**src/rtl/divisor_clock.sv**
```systemverilog
// Programmable clock divider: a registered square wave with a period of Overflow
// input cycles, plus a one-cycle Tick at each period wrap.
module divisor_clock #(
  parameter int unsigned WIDTH = 23
) (
  input  logic             Clk_in,
  input  logic             Rst,
  input  logic [WIDTH-1:0] Overflow,
  output logic             Clk_out,
  output logic             Tick
);

  logic [WIDTH-1:0] cnt_q, cnt_d;
  logic [WIDTH-1:0] low_len;
  logic             clk_out_q, clk_out_d;
  logic             tick_q, tick_d;
  logic             enable;
  logic             at_end;

  always_comb begin
    enable    = (Overflow > WIDTH'(1));
    // Ceiling of half the period, so an odd period gives the extra cycle to the low phase.
    low_len   = Overflow - (Overflow >> 1);
    at_end    = (cnt_q >= (Overflow - WIDTH'(1)));
    cnt_d     = '0;
    clk_out_d = 1'b0;
    tick_d    = 1'b0;
    if (enable) begin
      // A shrunk period catches a count already past its end and wraps it at once.
      cnt_d     = at_end ? '0 : cnt_q + WIDTH'(1);
      clk_out_d = (cnt_d >= low_len);
      tick_d    = (cnt_d == '0) && (cnt_q != '0);
    end
  end

  always_ff @(posedge Clk_in) begin
    if (Rst) begin
      cnt_q     <= '0;
      clk_out_q <= 1'b0;
      tick_q    <= 1'b0;
    end else begin
      cnt_q     <= cnt_d;
      clk_out_q <= clk_out_d;
      tick_q    <= tick_d;
    end
  end

  assign Clk_out = clk_out_q;
  assign Tick    = tick_q;

endmodule

```
**config.mk**
```make
export PLATFORM = sky130hd
export DESIGN_NAME = divisor_clock
export DESIGN_NICKNAME = d
export VERILOG_FILES = /design/src/rtl/divisor_clock.sv
export SDC_FILE = /design/constraint.sdc
export NUM_CORES = 1
export LEC_CHECK = 0
export BUFFER_PORTS_ARGS = -buffer_cell sky130_fd_sc_hd__buf_2
export CAP_MARGIN = 15
export CORE_MARGIN = 2
export CORE_UTILIZATION = 42
export CTS_BUF_LIST = sky130_fd_sc_hd__clkbuf_4 sky130_fd_sc_hd__clkbuf_8 sky130_fd_sc_hd__clkbuf_16
export CTS_CLUSTER_SIZE = 28
export DETAILED_ROUTE_END_ITERATION = 10
export PLACE_DENSITY = 0.68
export SLEW_MARGIN = 10
export SYNTH_ARGS = -nofsm -noshare
export SYNTH_HDL_FRONTEND = slang
export SYNTH_SLANG_ARGS = --single-unit
```
**constraint.sdc**
```tcl
create_clock -name Clk_in -period 4.9 [get_ports Clk_in]
set_input_delay 0.49 -clock Clk_in [delete_from_list [all_inputs] [get_ports Clk_in]]
set_output_delay 0.49 -clock Clk_in [all_outputs]
set_load 0.01 [all_outputs]
```
## Yosys cells after proc, flatten, opt, wreduce, memory -nomap -nowiden

Index checks and enable logic that the tools add are counted.

| cells by class | value |
|---|---|
| add/sub/neg operators | 3 |
| order comparisons | 3 |
| muxes and demuxes | 1 |
| bitwise operators | 1 |
| reductions and logical operators | 4 |

Operator list:

| cell | number |
|---|---|
| greater-or-equal comparator 23 bit | 2 |
| adder 23 x 1 -> 23 bit (second input constant) | 1 |
| > comparator 23 x 1 -> 1 bit (second input constant) | 1 |
| zero test 23 bit | 1 |
| two-way mux 23 bit | 1 |
| nonzero test 23 bit | 1 |
| subtractor 23 x 1 -> 23 bit (second input constant) | 1 |
| subtractor 23 x 22 -> 23 bit | 1 |
| OR reduction 2 bit | 1 |
| logical AND 1 bit | 1 |
| NOT 1 bit | 1 |

| word-level totals | value |
|---|---|
| register bits after elaboration | 25 |
| input bits | 25 |
| output and inout port bits | 2 |
| logic and storage cells | 15 |

## Longest topological paths before layout

Gate-level depths: netlist of the first run.

| depth | value |
|---|---|
| depth in word-level cells | 5 |
| gate-level depth with buffers | 25 |
| depth with buffers taken out | 24 |

## Least setup slack after synthesis of the first run

OpenSTA, ideal clock, no wires.

| timing path | value |
|---|---|
| kind | input-to-reg |
| from | in Overflow[2] |
| to | reg clk_out_q, in the netlist Clk_out |
| arrival | 4406 ps |
| required time | 4824 ps |
| path slack | 418 ps |
| cell stages on the path | 25 |
| buffers on the path | 1 |
| cells stage by stage | inv_1 > ha_1 > nand2b_2 > a21oi_2 > o211ai_2 > nand2_1 > nand3_1 > a21boi_0 > xnor2_1 > ha_1 > nand4_1 > nor3_1 > o2111a_1 > o31ai_1 > a21oi_2 > buf_2 > nor2_1 > ha_1 > nand3_1 > a21boi_0 > o2111ai_1 > a31o_2 > a21oi_1 > o2111ai_1 > a21boi_0 |

| on the way | value |
|---|---|
| cells in the longest elaborated chain, start to end | 4 |
| elaborated cells on any way between the ends | 8 |

RTL lines:

| what | line | text |
|---|---|---|
| start: declaration | 8 | `input logic [WIDTH-1:0] Overflow,` |
| subtractor 23 x 1 -> 23 bit | 24 | `at_end = (cnt_q >= (Overflow - WIDTH'(1)));` |
| greater-or-equal comparator 23 bit | 24 |  |
| two-way mux 23 bit | 30 | `cnt_d = at_end ? '0 : cnt_q + WIDTH'(1);` |
| greater-or-equal comparator 23 bit | 31 | `clk_out_d = (cnt_d >= low_len);` |
| end signal: assignment | 43 | `clk_out_q <= clk_out_d;` |
| end: declaration | 15 | `logic clk_out_q, clk_out_d;` |

Several ways; a longest one is shown, not always the timed one.
A chain may end at the register's enable or synchronous reset.

## Final worst setup path of the first run

| timing path | value |
|---|---|
| from | in Overflow[1] |
| to | reg clk_out_q, in the netlist Clk_out |

Same word-level chain as after synthesis.

==> flow_metrics.env, run 1 <==
export IMPL_status="complete, no violations"
export IMPL_ys_seq_elements=25
export IMPL_die_w_um=109.1
export IMPL_required_ns=5.11
export IMPL_hold_ws_ns=0.5155
export IMPL_place_area_um2=5195
export IMPL_fin_setup_tns_ns=0
export IMPL_path_class="in2reg"
export IMPL_ios=27
export IMPL_p_total_uw=736.2
export IMPL_regArea_um2=500.5
export IMPL_cp_max_fo=10
export IMPL_place_congestion=0.8948
export IMPL_synthAdderAreaFrac_pct=28.73
export IMPL_met1_usage_pct=28.13
export IMPL_layout_drive_gt1_share_pct=17.61
export IMPL_synthArstFlopShare_pct=0
export IMPL_synthXorXnorAreaFrac_pct=12.08
export IMPL_synthesis_instances=588
export IMPL_cts_max_level=1
export IMPL_insertion_delay_ns=0.28
export IMPL_dp_hpwl_um=10300
export IMPL_worst_pin_slew_ns=0.7337
export IMPL_fin_nets=785
export IMPL_grt_pass1_vias=4318
export IMPL_yosys_warnings=0
export IMPL_final_fill_count=1038
export IMPL_cts_root_buf="clkbuf_8"
export IMPL_drc=0
export IMPL_dp_slack_ns=-0.3021
export IMPL_area_growth_pct=13.94
export IMPL_fin_worst_skew_ns=0.009224
export IMPL_synth_compound_area_share_pct=16.98
export IMPL_antenna_cells=0
export IMPL_met2_usage_pct=36.96
export IMPL_design_area_um2=5289
export IMPL_slew_violations=0
export IMPL_top_usage_layer="met2"
export IMPL_synthSimpleGateAreaFrac_pct=23.69
export IMPL_ys_types=78
export IMPL_cap_violations=0
export IMPL_met3_usage_pct=1.016
export IMPL_cts_buffers=3
export IMPL_peakVddDrop_mv=0.09314
export IMPL_clk_pin_slew_ns=0.10
export IMPL_tritoncts="yes"
export IMPL_fin_crit_sh_pct=95.44
export IMPL_antenna_found_initial=0
export IMPL_routed_via_density=5.576
export IMPL_yosysSeqAreaShare_pct=10.78
export IMPL_drtAntennaViolNets=0
export IMPL_cp_start_kind="input pin"
export IMPL_overflow=0
export IMPL_synth_top_family_by_area="adder cells"
export IMPL_synth_area_mux_share_pct=0.8625
export IMPL_netlist_area_um2=4642
export IMPL_power_density_nw_per_um2=139.2
export IMPL_start_util_pct=43.01
export IMPL_grt_max_degree=24
export IMPL_syn_avg_cell_area_um2=7.894
export IMPL_fin_ws_ns=0.2236
export IMPL_syn_nets=719
export IMPL_core_area_um2=10790
export IMPL_multi_input_area_um2=3860
export IMPL_port_buffers=26
export IMPL_wl_um=12120
export IMPL_finalHoldViolations=0
export IMPL_num_vias=4422
export IMPL_grt_usage_pct=21.13
export IMPL_relSlewSlack_pct=50.67
export IMPL_grt_pass1_wl_um=20240
export IMPL_leakagePower_nw=2.521
export IMPL_critPathCaptureType="register"
export IMPL_cts_max_path_buffers=2
export IMPL_cts_sink_count=25
export IMPL_die_area_um2=11910
export IMPL_max_freq_ghz=0.2138
export IMPL_synth_edf_count=0
export IMPL_routedWlPerCell_um=15.28
export IMPL_rows=38
export IMPL_holdCritPathClass="reg2reg"
export IMPL_crit_arrival_ns=4.88
export IMPL_finalCriticalPeriod_ns=4.676
export IMPL_die_h_um=109.1
export IMPL_finalSetupViolCount=0
export IMPL_synth_top_flop_cell="dfxtp_1"
export IMPL_drt_iter0_drc=229
export IMPL_dr_pass1_iters=5
-- synth_stat cells (3+ instances only) --
cell type,count,share of area [%]
xor2_1,9,1.7
a21oi_1,32,3.5
inv_1,55,4.4
o31ai_1,4,0.65
nand2b_1,3,0.40
or4_1,3,0.49
o21ai_0,20,2.2
nor2b_1,6,0.81
dfxtp_1,25,11
nor4_1,10,1.3
xnor2_1,55,10
a211oi_1,4,0.65
a31oi_1,5,0.67
nor2_1,73,5.9
mux2i_1,4,0.86
a21o_1,5,0.81
ha_1,105,28
nand4_1,12,1.6
o2111ai_1,3,0.57
a21boi_0,5,0.81
nand2_1,35,2.8
o21bai_1,4,0.65
or3_1,3,0.40
nor3_1,14,1.5
buf_6,3,0.73
o211ai_1,4,0.65
or2_2,3,0.40
nand3_1,18,1.9
-- stage by stage --
step	std cells	util [%]
5_1_grt	793	49.00
6_report	793	49.00
3_5_place_dp	788	48.13
4_1_cts	792	48.63
3_3_place_gp	788	48.13
2_1_floorplan	588	-
-- path summary, 6_finish.rpt --
kind          startpoint  endpoint  slack, ns  depth (start not counted)
max          Overflow[1]   Clk_out       0.22                         28
min             cnt_q[0]  cnt_q[0]       0.52                          1
max reg2reg     cnt_q[9]   Clk_out       1.25                         16
min reg2reg     cnt_q[0]  cnt_q[0]       0.52                          1
-- registers in the layout, indices dropped and copies added, names as in the netlist --
register,flops
cnt_q,23
Clk_out,1
Tick,1
-- cells by family (layout without fill, tap and decap cells) --
| logic type | Yosys count | after routing |
|---|---|---|
| XOR/XNOR | 64 | 64 |
| multiplexers | 4 | 4 |
| buffers and inverters | 69 | 134 |
| AO/OA/AOI/OAI | 114 | 114 |
| adder cells (fa/ha/maj) | 106 | 106 |
| flip-flops | 25 | 25 |
| AND/OR/NAND/NOR | 206 | 206 |
-- placed cells by master, fill, tap and decap left out, types with 9 or more instances in the layout --
cell	synthesis	layout
ha_1	105	105
nor2_1	73	73
xnor2_1	55	55
inv_1	55	54
buf_4	2	49
nand2_1	35	35
a21oi_1	32	31
buf_2	2	26
dfxtp_1	25	25
o21ai_0	20	20
nand3_1	18	18
nor3_1	14	13
nand4_1	12	12
nor4_1	10	10
xor2_1	9	9
-- critical path, stage by stage --
cell       delay (ns)
buf_2            0.10
inv_1            0.07
buf_4            0.11
ha_1             0.15
nand2b_2         0.11
a21oi_4          0.19
o211ai_2         0.13
nand2_1          0.11
nand3_1          0.12
buf_4            0.16
a21oi_1          0.18
xnor2_1          0.10
ha_1             0.19
a21o_1           0.16
a211oi_2         0.25
o211ai_1         0.13
a221oi_2         0.22
a21oi_2          0.11
buf_4            0.18
or2_2            0.28
ha_1             0.28
nand3_1          0.07
a21boi_1         0.15
o2111ai_1        0.11
a31o_2           0.25
a21oi_2          0.16
o2111ai_1        0.14
a21boi_0         0.17
-- layer usage --
metal  share of wire [%]  vias up
met4                 1.8        0
met5                   0        -
met1                  47     2073
met3                 3.8       17
li1                    -     2209
met2                  48      123
-- report_power, final --
| part | internal [mW] | switching [mW] | leakage (nW) |
|---|---|---|---|
| Combinational | 0.174 | 0.220 | 2.30 |
| Sequential | 0.206 | 0.00632 | 0.202 |
| Clock | 0.0578 | 0.0716 | 0.0217 |
-- final cells by class --
class / count / share of cell area, %
multi-input cells: 494 / 72.98
flip-flops and latches: 25 / 9.463
repair buffers: 75 / 9.416
inverters: 55 / 3.903
well taps: 140 / 3.312
clock buffers: 3 / 0.7807
clock inverters: 1 / 0.1419
-- repair_timing --
action	4_1_cts	5_1_grt
pin swaps	0	2
setup buffers	0	1
setup endpoints to repair	1	1
hold endpoints to repair	0	0
hold buffers	0	0
resized for setup	1	11
Note: power is estimated with default switching activity, not from simulation.
==> inputs of run 2 (changes only) <==
--- a/config.mk
+++ b/config.mk
@@ -5,6 +5,7 @@
 export SDC_FILE = /design/constraint.sdc
 export NUM_CORES = 1
 export LEC_CHECK = 0
+export ABC_AREA = 1
 export BUFFER_PORTS_ARGS = -buffer_cell sky130_fd_sc_hd__buf_2
 export CAP_MARGIN = 15
 export CORE_MARGIN = 2
@@ -12,7 +13,7 @@
 export CTS_BUF_LIST = sky130_fd_sc_hd__clkbuf_4 sky130_fd_sc_hd__clkbuf_8 sky130_fd_sc_hd__clkbuf_16
 export CTS_CLUSTER_SIZE = 28
 export DETAILED_ROUTE_END_ITERATION = 10
-export PLACE_DENSITY = 0.68
+export PLACE_DENSITY = 0.67
 export SLEW_MARGIN = 10
 export SYNTH_ARGS = -nofsm -noshare
 export SYNTH_HDL_FRONTEND = slang
==> run 2 against run 1 <==
Critical path depth is 2 higher. Combinational power is 13% lower. Design area is 0.69% lower. Largest cell class unchanged. Largest power group unchanged.
==> flow_metrics.env, run 2 <==
export IMPL_status="complete, no violations"
export IMPL_area_growth_pct=9.209
export IMPL_hold_start="cnt_q[22]"
export IMPL_max_freq_ghz=0.2232
export IMPL_cts_root_buf="clkbuf_16"
export IMPL_routedWlPerCell_um=13.84
export IMPL_design_area_um2=5253
export IMPL_die_w_um=111.0
export IMPL_power_internal_uw=450.3
export IMPL_p_sw_uw=294.4
export IMPL_finalHoldViolations=0
export IMPL_netlist_top_cells_count="nand2_1 (161), inv_1 (118), ha_1 (105)"
export IMPL_antenna_cells=0
export IMPL_rows=39
export IMPL_holdCritPathClass="reg2reg"
export IMPL_required_ns=5.11
export IMPL_netlist_area_um2=4810
export IMPL_final_fill_count=1209
export IMPL_port_buffers=26
export IMPL_r2r_cells=18
export IMPL_finalSetupViolCount=0
export IMPL_cts_max_level=1
export IMPL_dp_hpwl_um=11040
export IMPL_critPathCaptureType="register"
export IMPL_final_cell_mix="nand2_1 (161), inv_1 (118), ha_1 (105)"
export IMPL_peakVddDrop_mv=0.09779
export IMPL_crit_top_cell="nand2_1"
export IMPL_synth_largest_area_cell="ha_1"
export IMPL_tritoncts="yes"
export IMPL_reg2reg_slack_ns=1.78
export IMPL_fin_setup_tns_ns=0
export IMPL_fin_worst_skew_ns=0.007433
export IMPL_synthTopCellsByArea="ha_1 (27%), nand2_1 (13%), dfxtp_1 (10%)"
export IMPL_num_vias=4675
export IMPL_antenna_found_initial=0
export IMPL_largest_reg_flops=23
export IMPL_drt_iter0_drc=215
export IMPL_mostFrequentLayoutCell="nand2_1"
export IMPL_layout_drive_gt1_share_pct=8.505
export IMPL_insertion_delay_ns=0.26
export IMPL_cap_violations=0
export IMPL_relSlewSlack_pct=31.92
export IMPL_place_congestion=0.9169
export IMPL_reg2reg_to="Clk_out"
export IMPL_leakagePower_nw=2.836
export IMPL_slowest_stage="ha_1"
export IMPL_grt_usage_pct=20.34
export IMPL_crit_arrival_ns=4.69
export IMPL_path_class="in2reg"
export IMPL_power_frac_comb_pct=46.2
export IMPL_cp_start_kind="input pin"
export IMPL_fin_nets=908
export IMPL_yosysSeqAreaShare_pct=10.41
export IMPL_cts_buffers=3
export IMPL_sw_frac_of_total_pct=39.53
export IMPL_grt_pass1_wl_um=20710
export IMPL_cts_hold_buffers=0
export IMPL_wl_um=12720
export IMPL_finalCriticalPeriod_ns=4.481
export IMPL_ys_types=40
export IMPL_power_frac_clock_pct=25.9
export IMPL_synthArstFlopShare_pct=0
export IMPL_ios=27
export IMPL_drtAntennaViolNets=0
export IMPL_die_h_um=111.0
export IMPL_cts_sink_count=25
export IMPL_whs_path_depth=4
export IMPL_place_area_um2=5149
export IMPL_grt_max_degree=26
export IMPL_grt_pass1_vias=4318
export IMPL_start_util_pct=42.67
export IMPL_die_area_um2=12320
export IMPL_synth_top_flop_cell="dfxtp_1"
export IMPL_cp_max_fo=9
export IMPL_overflow=0
export IMPL_synth_top_area_share_pct=27.32
export IMPL_rsz0062_at_grt="no"
export IMPL_synth_edf_count=0
export IMPL_dr_pass1_iters=5
export IMPL_syn_nets=875
export IMPL_cpPeakStageDelay_ns=0.29
export IMPL_cts_max_path_buffers=2
export IMPL_syn_avg_cell_area_um2=6.465
export IMPL_hold_path_end="cnt_q[22]"
export IMPL_routed_via_density=5.087
export IMPL_yosysMostFrequentCell="nand2_1"
export IMPL_clk_pin_slew_ns=0.07
export IMPL_fin_crit_sh_pct=91.44
export IMPL_core_area_um2=11270
export IMPL_drc=0
export IMPL_slew_violations=0
export IMPL_yosys_warnings=0
export IMPL_worst_pin_slew_ns=1.018
export IMPL_ys_seq_elements=25
export IMPL_p_seq_share_pct=27.9
export IMPL_power_density_nw_per_um2=141.8
export IMPL_top_register="cnt_q"
export IMPL_r2r_start="cnt_q[5]"
export IMPL_synthesis_instances=744
==> run 2: what timing repair did <==
item	in CTS	in global routing
resized for setup	0	6
endpoints found under the setup margin	0	1
setup buffers	0	0
endpoints found under the hold margin	0	0
==> run 2: worst max-delay path by stage <==
stage,startpoint,to,cells past startpoint
2_1_floorplan,Overflow[2],Clk_out,31
3_3_place_gp,Overflow[2],Clk_out,30
3_5_place_dp,Overflow[2],Clk_out,30
4_1_cts,Overflow[2],Clk_out,30
5_1_grt,Overflow[1],Clk_out,30
6_report,Overflow[9],Clk_out,30
==> run 2: routing by layer <==
layer  track usage [%]  vias to the layer above  share of wire [%]
li1                  -                     2490                  -
met1             28.32                     2090                 50
met2             34.97                       79                 45
met3             1.367                       16                3.3
met4             3.868                        0                1.6
met5                 0                        -                  0
==> run 2: worst max-delay path: cells and delay by family <==
family	cells	cell delay (ns)
and+or+nand+nor	12	1.34
buffers and inverters	6	0.58
adders and majority gates	3	0.80
AOI/OAI and AO/OA	8	1.32
xor gates and xnor gates	1	0.15
==> run 2: final cells by class <==
| class | instances | area (um^2) | share of cell area, % |
|---|---|---|---|
| sequential | 25 | 500.5 | 9.528 |
| tap | 143 | 178.9 | 3.406 |
| inverter | 125 | 471.7 | 8.980 |
| timing repair buffer | 35 | 197.7 | 3.764 |
| multi-input combinational | 587 | 3821 | 72.75 |
| clock buffer | 4 | 82.58 | 1.572 |
==> run 2: kinds of logic after synthesis <==
family	after synthesis	synth area share, %
flops	25	10.41
buf+inv	132	10.54
xor+xnor	52	9.469
fa+ha+maj	106	27.73
compound gates	102	12.17
simple gates	327	29.68
==> run 2: per-stage QoR <==
| step | power (mW) | hold WS, ns | worst slack [ns] | util [%] | cells |
|---|---|---|---|---|---|
| finish | 0.7447 | 0.6809 | 0.4194 | 46.60 | 919 |
| CTS | 0.7419 | 0.6800 | 0.2572 | 46.41 | 919 |
| global route | 0.8019 | 0.7036 | 0.002464 | 46.60 | 919 |
| floorplan | 0.4575 | 0.5774 | 0.7093 | - | 744 |
| global placement | 0.5514 | 0.6831 | 0.03697 | 45.68 | 915 |
| detailed placement | 0.5531 | 0.6687 | 0.001940 | 45.68 | 915 |
==> run 2: power by group through the flow <==
| stage | clock network, mW | logic, mW | registers [mW] |
|---|---|---|---|
| global placement | 0 | 0.338 | 0.213 |
| global route | 0.203 | 0.390 | 0.208 |
| CTS | 0.192 | 0.342 | 0.208 |
| finish | 0.193 | 0.344 | 0.208 |
| floorplan | 0 | 0.246 | 0.212 |
| detailed placement | 0 | 0.340 | 0.213 |
